## src/rtl/uart_pkg.sv

```systemverilog
// Shared types and constants for the UART transmit arbiter slice.
package uart_pkg;
  localparam int unsigned BYTES_PER_WORD = 2;
  localparam int unsigned NUM_REQ        = 2;

  typedef enum logic [1:0] {
    IDLE,
    SEND,
    WAIT_BUSY,
    WAIT_DONE
  } tx_state_e;
endpackage

```

## src/rtl/rr_arb2.sv

```systemverilog
// Two-way round-robin arbiter; on a tie the requester not granted last wins.
module rr_arb2
  import uart_pkg::*;
(
  input  logic               clk,
  input  logic               rst_n,
  input  logic [NUM_REQ-1:0] req,
  input  logic               update,
  output logic [NUM_REQ-1:0] gnt
);

  logic last_grant_q, last_grant_d;

  always_comb begin
    gnt = '0;
    unique case (req)
      2'b01:   gnt = 2'b01;
      2'b10:   gnt = 2'b10;
      2'b11:   gnt = last_grant_q ? 2'b01 : 2'b10;
      default: gnt = '0;
    endcase
  end

  always_comb begin
    last_grant_d = last_grant_q;
    if (update) last_grant_d = gnt[1];
  end

  // Reset to 1 so requester 0 wins the first tie.
  always_ff @(posedge clk or negedge rst_n) begin
    if (!rst_n) last_grant_q <= 1'b1;
    else        last_grant_q <= last_grant_d;
  end

endmodule

```

## src/rtl/uart_tx_arb.sv

```systemverilog
// Arbitrates two 16-bit word requesters onto one UART transmitter,
// sending each word high byte first over the trmt/tx_done handshake.
module uart_tx_arb
  import uart_pkg::*;
(
  input  logic        clk,
  input  logic        rst_n,
  input  logic        req0,
  input  logic [15:0] data0,
  output logic        ack0,
  input  logic        req1,
  input  logic [15:0] data1,
  output logic        ack1,
  output logic        trmt,
  output logic [7:0]  tx_data,
  input  logic        tx_done,
  output logic        busy
);

  tx_state_e                    state_q, state_d;
  logic [8*BYTES_PER_WORD-1:0]  hold_q, hold_d;
  logic [7:0]                   tx_data_q, tx_data_d;
  logic                         byte_sel_q, byte_sel_d;
  logic                         owner_q, owner_d;
  logic                         ack0_q, ack0_d;
  logic                         ack1_q, ack1_d;
  logic                         busy_q, busy_d;
  logic [NUM_REQ-1:0]           eff_req;
  logic [NUM_REQ-1:0]           gnt;
  logic                         arb_update;
  logic [8*BYTES_PER_WORD-1:0]  word;

  // A requester is masked during its own ack cycle so the held level
  // is not mistaken for a fresh request.
  assign eff_req = {req1 & ~ack1_q, req0 & ~ack0_q};

  rr_arb2 u_arb (
    .clk    (clk),
    .rst_n  (rst_n),
    .req    (eff_req),
    .update (arb_update),
    .gnt    (gnt)
  );

  always_ff @(posedge clk or negedge rst_n) begin
    if (!rst_n) begin
      state_q    <= IDLE;
      hold_q     <= '0;
      tx_data_q  <= '0;
      byte_sel_q <= 1'b0;
      owner_q    <= 1'b0;
      ack0_q     <= 1'b0;
      ack1_q     <= 1'b0;
      busy_q     <= 1'b0;
    end else begin
      state_q    <= state_d;
      hold_q     <= hold_d;
      tx_data_q  <= tx_data_d;
      byte_sel_q <= byte_sel_d;
      owner_q    <= owner_d;
      ack0_q     <= ack0_d;
      ack1_q     <= ack1_d;
      busy_q     <= busy_d;
    end
  end

  always_comb begin
    state_d    = state_q;
    hold_d     = hold_q;
    tx_data_d  = tx_data_q;
    byte_sel_d = byte_sel_q;
    owner_d    = owner_q;
    ack0_d     = 1'b0;
    ack1_d     = 1'b0;
    busy_d     = busy_q;
    arb_update = 1'b0;
    word       = gnt[1] ? data1 : data0;
    unique case (state_q)
      IDLE: begin
        if (|gnt) begin
          arb_update = 1'b1;
          owner_d    = gnt[1];
          hold_d     = word;
          tx_data_d  = word[15:8];
          byte_sel_d = 1'b0;
          busy_d     = 1'b1;
          state_d    = SEND;
        end
      end
      SEND: state_d = WAIT_BUSY;
      // tx_done is still high in the trmt cycle; wait for it to drop first.
      WAIT_BUSY: begin
        if (!tx_done) state_d = WAIT_DONE;
      end
      WAIT_DONE: begin
        if (tx_done) begin
          if (!byte_sel_q) begin
            tx_data_d  = hold_q[7:0];
            byte_sel_d = 1'b1;
            state_d    = SEND;
          end else begin
            ack0_d  = ~owner_q;
            ack1_d  = owner_q;
            busy_d  = 1'b0;
            state_d = IDLE;
          end
        end
      end
      default: state_d = IDLE;
    endcase
  end

  always_comb begin
    trmt    = (state_q == SEND);
    tx_data = tx_data_q;
    ack0    = ack0_q;
    ack1    = ack1_q;
    busy    = busy_q;
  end

endmodule

```

## config.mk

```make
export PLATFORM = sky130hd
export DESIGN_NAME = uart_tx_arb
export DESIGN_NICKNAME = d
export VERILOG_FILES = /design/src/rtl/uart_pkg.sv /design/src/rtl/rr_arb2.sv /design/src/rtl/uart_tx_arb.sv
export SDC_FILE = /design/constraint.sdc
export NUM_CORES = 1
export LEC_CHECK = 0
export BUFFER_PORTS_ARGS = -buffer_cell sky130_fd_sc_hd__buf_2
export CORE_AREA = 2 2 78 80
export DETAILED_ROUTE_END_ITERATION = 12
export DIE_AREA = 0 0 80 82
export GPL_TIMING_DRIVEN = 1
export HOLD_SLACK_MARGIN = 0.05
export PLACE_DENSITY_LB_ADDON = 0.05
export SYNTH_ARGS = -nofsm -noshare
export SYNTH_HDL_FRONTEND = slang
export SYNTH_HIERARCHICAL = 1
export SYNTH_SLANG_ARGS = --single-unit
```

## constraint.sdc

```tcl
create_clock -name clk -period 2.9 [get_ports clk]
set_input_delay 0 -clock clk [delete_from_list [all_inputs] [get_ports clk]]
set_output_delay 0 -clock clk [all_outputs]
set_load 0.02 [all_outputs]
```

==> Yosys cells after proc, flatten, opt, wreduce, memory -nomap -nowiden <==
Index checks and enable logic that the tools add are counted.
{ "op_classes": {"n_eq_ne": 11, "mux": 27, "bitwise": 5, "n_reduce_logical": 8} }
{ "ops": {"columns": ["cell", "count"], "rows": [
  ["$mux 8", 3],
  ["$mux 16", 1],
  ["$pmux 8 s2", 1],
  ["$mux 1", 14],
  ["$ne 2x2->1 const B", 5],
  ["$eq 2x2->1 const B", 4],
  ["$mux 2", 4],
  ["$pmux 2 s4", 1],
  ["$reduce_and 4->1", 2],
  ["$pmux 2 s3", 1],
  ["$reduce_and 3->1", 2],
  ["$eq 2x1->1 const B", 2],
  ["$pmux 1 s2", 2],
  ["$not 1->1", 3],
  ["$and 1x1->1", 2],
  ["$logic_not 2->1", 1],
  ["$reduce_and 2->1", 1],
  ["$reduce_bool 2->1", 1],
  ["$reduce_or 2->1", 1]
]} }
{ "word_totals": {"ff_bits": 24, "input_bits": 37, "out_inout_bits": 12, "wordCells": 60} }

==> Logic depth before layout (Yosys ltp) <==
{ "depth": {"word_depth": 7, "mapped_depth": 6, "depth_no_buf": 5} }

==> By module <==
The synthesis kept the hierarchy.
{ "by_module_without_submodules": {"columns": ["module", "instances", "cells_each", "area_each_um2", "seq_area_each_um2"], "rows": [
  ["uart_tx_arb", 1, 126, 1330.0, 575.6],
  ["rr_arb2", 1, 5, 63.8, 26.3]
]} }

==> Least setup slack after synthesis <==
OpenSTA, ideal clock, no wires.
{ "synth_timing": {"path_type": "flip-flop to flip-flop", "from": "reg ack0_q, in the netlist ack0", "to": "reg tx_data_q[1], in the netlist tx_data[1]", "setup_time_ns": 0.152, "arrival_ns": 1.967, "required_time_ns": 2.748, "slack_ns": 0.781, "stages_incl_launch_ff": 6, "path_buffers": 0, "synth_period_minus_slack_ns": 2.119, "path_cell_list": "dfrtp_1 -> nor2b_1 -> a21boi_0 -> nor3b_4 -> nor4b_2 -> a222oi_1"} }
{ "synth_via": {"elab_chain_len": 7} }
{ "synth_rtl": {"columns": ["item", "line_no", "source"], "rows": [
  ["from (decl)", "uart_tx_arb.sv:25", "logic ack0_q, ack0_d;"],
  ["from (signal assigned)", "uart_tx_arb.sv:61", "ack0_q <= ack0_d;"],
  ["$not 1->1 *", "uart_tx_arb.sv:35", "assign eff_req = {req1 & ~ack1_q, req0 & ~ack0_q};"],
  ["$and 1x1->1 *", "uart_tx_arb.sv:35", null],
  ["net eff_req[0]", "uart_tx_arb.sv:28", "logic [NUM_REQ-1:0] eff_req;"],
  ["$eq 2x2->1 or $eq 2x1->1 (tied branches)", "rr_arb2.sv:16", "unique case (req)"],
  ["$pmux 2 s3 *", "rr_arb2.sv:16", null],
  ["net gnt[0]", "uart_tx_arb.sv:29", "logic [NUM_REQ-1:0] gnt;"],
  ["$reduce_or 2->1 *", "uart_tx_arb.sv:80", "if (|gnt) begin"],
  ["$ne 2x2->1 (no line) *", null, null],
  ["$reduce_and 4->1 (no line) *", null, null],
  ["to (signal assigned)", "uart_tx_arb.sv:58", "tx_data_q <= tx_data_d;"],
  ["to (decl)", "uart_tx_arb.sv:22", "logic [7:0] tx_data_q, tx_data_d;"]
]} }
The timed path passes the listed nets; every way through them passes the cells marked *. The select of a mux whose other input is x is not followed.
A chain may end at the register's enable or synchronous reset.

==> Final worst setup path <==
{ "layout_timing": {"from": "reg ack1_q, in the netlist ack1", "to": "reg hold_q[5]"} }
{ "layout_via": {"elab_chain_len": 6} }
{ "layout_rtl": {"columns": ["item", "line_no", "source"], "rows": [
  ["from (decl)", "uart_tx_arb.sv:26", "logic ack1_q, ack1_d;"],
  ["from (signal assigned)", "uart_tx_arb.sv:62", "ack1_q <= ack1_d;"],
  ["$not 1->1 *", "uart_tx_arb.sv:35", null],
  ["$and 1x1->1 *", "uart_tx_arb.sv:35", null],
  ["net eff_req[1]", "uart_tx_arb.sv:28", null],
  ["$eq 2x2->1 or $eq 2x1->1 (tied branches)", "rr_arb2.sv:16", null],
  ["$pmux 2 s3 *", "rr_arb2.sv:16", null],
  ["net gnt[1]", "uart_tx_arb.sv:29", null],
  ["$reduce_or 2->1", "uart_tx_arb.sv:80", null],
  ["$reduce_and 2->1 (no line)", null, null],
  ["to (signal assigned)", "uart_tx_arb.sv:57", "hold_q <= hold_d;"],
  ["to (decl)", "uart_tx_arb.sv:21", "logic [8*BYTES_PER_WORD-1:0] hold_q, hold_d;"]
]} }
The timed path passes the listed nets; every way through them passes the cells marked *.

==> key figures <==
Final layout
  – Commonest non-fill, non-tap cell in the layout: buf_2
  – Fraction of layout cells with a size suffix above 1: around a third
  – Reg area: roughly 600 um^2
  – Layout Nets: ~240
  – N_diodes: 0
  – Most frequent cells in the layout: buf_2 (48), dfrtp_1 (23), inv_1 (18)
  – Area of the multi-input gates: ~680 um^2
  – Area Growth Syn to Fin: 35.64%
  – Final core utilization: ~33%
  – Fillers: between 600 and 700

Setup path
  – Worst setup SP type: flop
  – Critical-path cell list: nor2b_1, a21boi_2, buf_4, mux2i_1, dlygate4sd3_1, o21ai_0
  – WP data required: 3020 ps
  – Worst Path Max Fanout: 15
  – Crit end category: flop
  – Largest stage delay, worst path: around 560 ps
  – Worst path arrival time: between 2000 and 3000 ps
  – Slowest stage cell on the critical path: a21boi_2
  – Crit path kind: flop to flop

Clock network
  – CTS clk-pin slew, worst paths: 90 ps
  – CTS tree: done
  – PostCTS Resize Cnt: 0
  – Clock tree buffer depth: 2
  – TritonCTS Sinks: 24
  – Worst skew pair latency: between 200 and 300 ps
  – Num CTS Buffers: 3
  – H-tree levels: 1
  – Clk Tree Root Cell: clkbuf_8

Synthesis
  – Post-synth net total: between 150 and 200
  – Top cell type's share of synthesized area: between 40 and 50%
  – Post-synthesis sequential area ratio: between 40% and 50%
  – Cells after synthesis: 131
  – Synthesized area per cell: ~11 um^2
  – Synth top area cells: dfrtp_1 (41%), mux2i_1 (12%), ha_1 (5.4%), a222oi_1 (5.0%), inv_1 (4.8%)
  – Synth warn: 6
  – Cell variety after synth: 40
  – FF+latch count, synth: 24
  – Cell taking the most area after synthesis: dfrtp_1
  – Syn Std Cell Area: ~1400 um^2

Flow run
  – Max-Cap Viols: 0

Place
  – Port Buffers: between 40 and 50
  – GP Congestion: around 0.67
  – DP HPWL: 2567 um

Route
  – Via-to-Cell Ratio: ~4.3
  – Wire length per cell: roughly 13 um
  – Routed WL: 3478 um
  – DR vias: 1,170
  – 1st-iter DRT viols: just over 70
  – Antenna viol nets, final: 0
  – Drc violations: 0
  – TritonRoute pass-1 iters: 5

Timing
  – Final Hold Vio Count: 0
  – Hold_ws: roughly 56 ps
  – Final Skew: 11.06 ps
  – Setup TNS Final: 0 ps
  – Slew headroom: between 50 and 60%
  – Slew @ Worst Pin: ~720 ps
  – FMAX: 0.4070 GHz
  – Fin. max-slew vios: 0
  – Clock period minus worst slack: about 2500 ps
  – Fin crit share: between 80% and 90%
  – RSZ-0062 raised after global routing: no
  – Final setup fails: 0

Power and ir drop
  – Peak VDD IR: ~0.37 mV
  – PwrDens: roughly 890 nW/um^2
  – P_leak: between 0.0009 and 0.001 uW

Global route
  – Gr ovfl total: 0
  – Largest net degree at the start of global routing: 25
  – Global-route wire length before repair: between 5000 and 6000 um
  – Initial antenna violation count: 0
  – Gr busiest metal: met2
  – Met3 usage: under 10%
  – Total Routing Usage GR: between 10% and 20%
  – M2 GR Usage: between 15 and 20%
  – GR met1 Demand/Resource: between 10% and 20%
  – Vias in the first global route: about 1,100

Floorplanning
  – # rows: 28
  – Die Wd: 80 um
  – Io pins: 49
  – Die footprint: ~6600 um^2
  – Initial core utilization: around 24%
  – Core area: ~5700 um^2
  – Die H: approximately 82 um

Worst hold path
  – Worst hold path type: input port to flop

Status
  – Status: completed
==> report_power, final <==
part	switching, uW	internal [uW]	total, uW
Clock	110	98.2	208
Combinational	486	389	875
Sequential	106	493	600
Total	702	980	1680
==> sequential cells by signal, indices dropped and copies added (netlist names) <==
| name | cells |
|---|---|
| busy | 1 |
| ack0 | 1 |
| owner_q | 1 |
| hold_q | 8 |
| state_q | 2 |
| u_arb/last_grant_q | 1 |
| byte_sel_q | 1 |
| tx_data | 8 |
| ack1 | 1 |
==> critical path: cells and delay by family (launching register included) <==
| kind | cells | cell delay, ps |
|---|---|---|
| compound gates | 2 | 630 |
| buf+inv | 2 | 930 |
| flops | 1 | 380 |
| simple gates | 1 | 150 |
| mux | 1 | 210 |
==> layer usage <==
layer,routed length (um),vias to the layer above,part of all wire (%)
met4,21,0,0.60
met2,1609,36,46
met3,170,2,4.9
li1,-,596,-
met1,1676,536,48
met5,0,-,0
==> timing repair <==
action                                 4_1_cts  5_1_grt
hold buffers                                15        0
buffers inserted                             0        0
endpoints found under the hold margin       31        0
==> synth_stat cells <==
master / count
inv_1: 18
o31ai_1: 3
nor2b_1: 4
or3b_2: 1
or2b_1: 1
nor3_1: 1
nand2_1: 10
a21oi_1: 2
o21ai_0: 8
or3_1: 1
a211oi_1: 1
buf_2: 1
or2_2: 1
a221oi_1: 1
buf_6: 3
nand4_1: 1
o41ai_1: 1
nor2_1: 2
nand2b_1: 1
a21boi_0: 1
a2bb2oi_1: 1
ha_1: 6
nor3b_4: 1
nor3_2: 1
mux2_1: 1
mux2i_1: 17
a222oi_1: 7
a31oi_1: 1
a21boi_2: 1
mux2_4: 1
clkbuf_1: 1
a2111oi_0: 1
clkbuf_2: 1
nor4b_2: 1
and4_1: 1
o21ai_2: 1
a22o_2: 1
dfrtp_1: 23
nor3b_1: 1
dfstp_2: 1
==> worst paths after layout <==
path | start | to | slack, ps | depth (start not counted)
max | ack1$_DFF_PN0_ | hold_q[5]$_DFFE_PN0P_ | 440 | 6
max in group asynchronous | rst_n | hold_q[1]$_DFFE_PN0P_ | 2250 | 2
min in group asynchronous | rst_n | busy$_DFFE_PN0P_ | 260 | 2
min reg2reg | hold_q[1]$_DFFE_PN0P_ | hold_q[1]$_DFFE_PN0P_ | 480 | 2
max reg2reg | ack1$_DFF_PN0_ | hold_q[5]$_DFFE_PN0P_ | 440 | 6
min | data1[3] | hold_q[3]$_DFFE_PN0P_ | 60 | 3
==> area by class of cell <==
| cell class | count | share of cell area [%] |
|---|---|---|
| timing repair buffer | 65 | 21.44 |
| sequential | 24 | 31.83 |
| tap | 75 | 4.964 |
| inverter | 18 | 3.574 |
| multi-input combinational | 83 | 35.80 |
| clock buffer | 4 | 2.383 |
==> cell families (layout without fill, tap and decap cells) <==
kind of cell             count (synthesis)  after routing  share of synthesized area, %
AO/OA/AOI/OAI                           30             30                         16.43
adder cells (fa/ha/maj)                  6              6                         5.386
buffers and inverters                   24             87                         8.257
flip-flops                              24             24                         43.18
multiplexers                            19             19                         14.09
AND/OR/NAND/NOR                         28             28                         12.66
==> per-stage QoR <==
| step | cells | setup slack (ps) | power, uW | area [um^2] |
|---|---|---|---|---|
| 2_1_floorplan | 131 | 780.7 | 1247 | 1394 |
| 3_3_place_gp | 250 | 594.6 | 1460 | 1695 |
| 3_5_place_dp | 250 | 535.7 | 1461 | 1695 |
| 4_1_cts | 269 | 411.5 | 1708 | 1891 |
| 5_1_grt | 269 | 230.4 | 1834 | 1891 |
| 6_report | 269 | 442.7 | 1682 | 1891 |
Power figures use the tool's default switching activity.
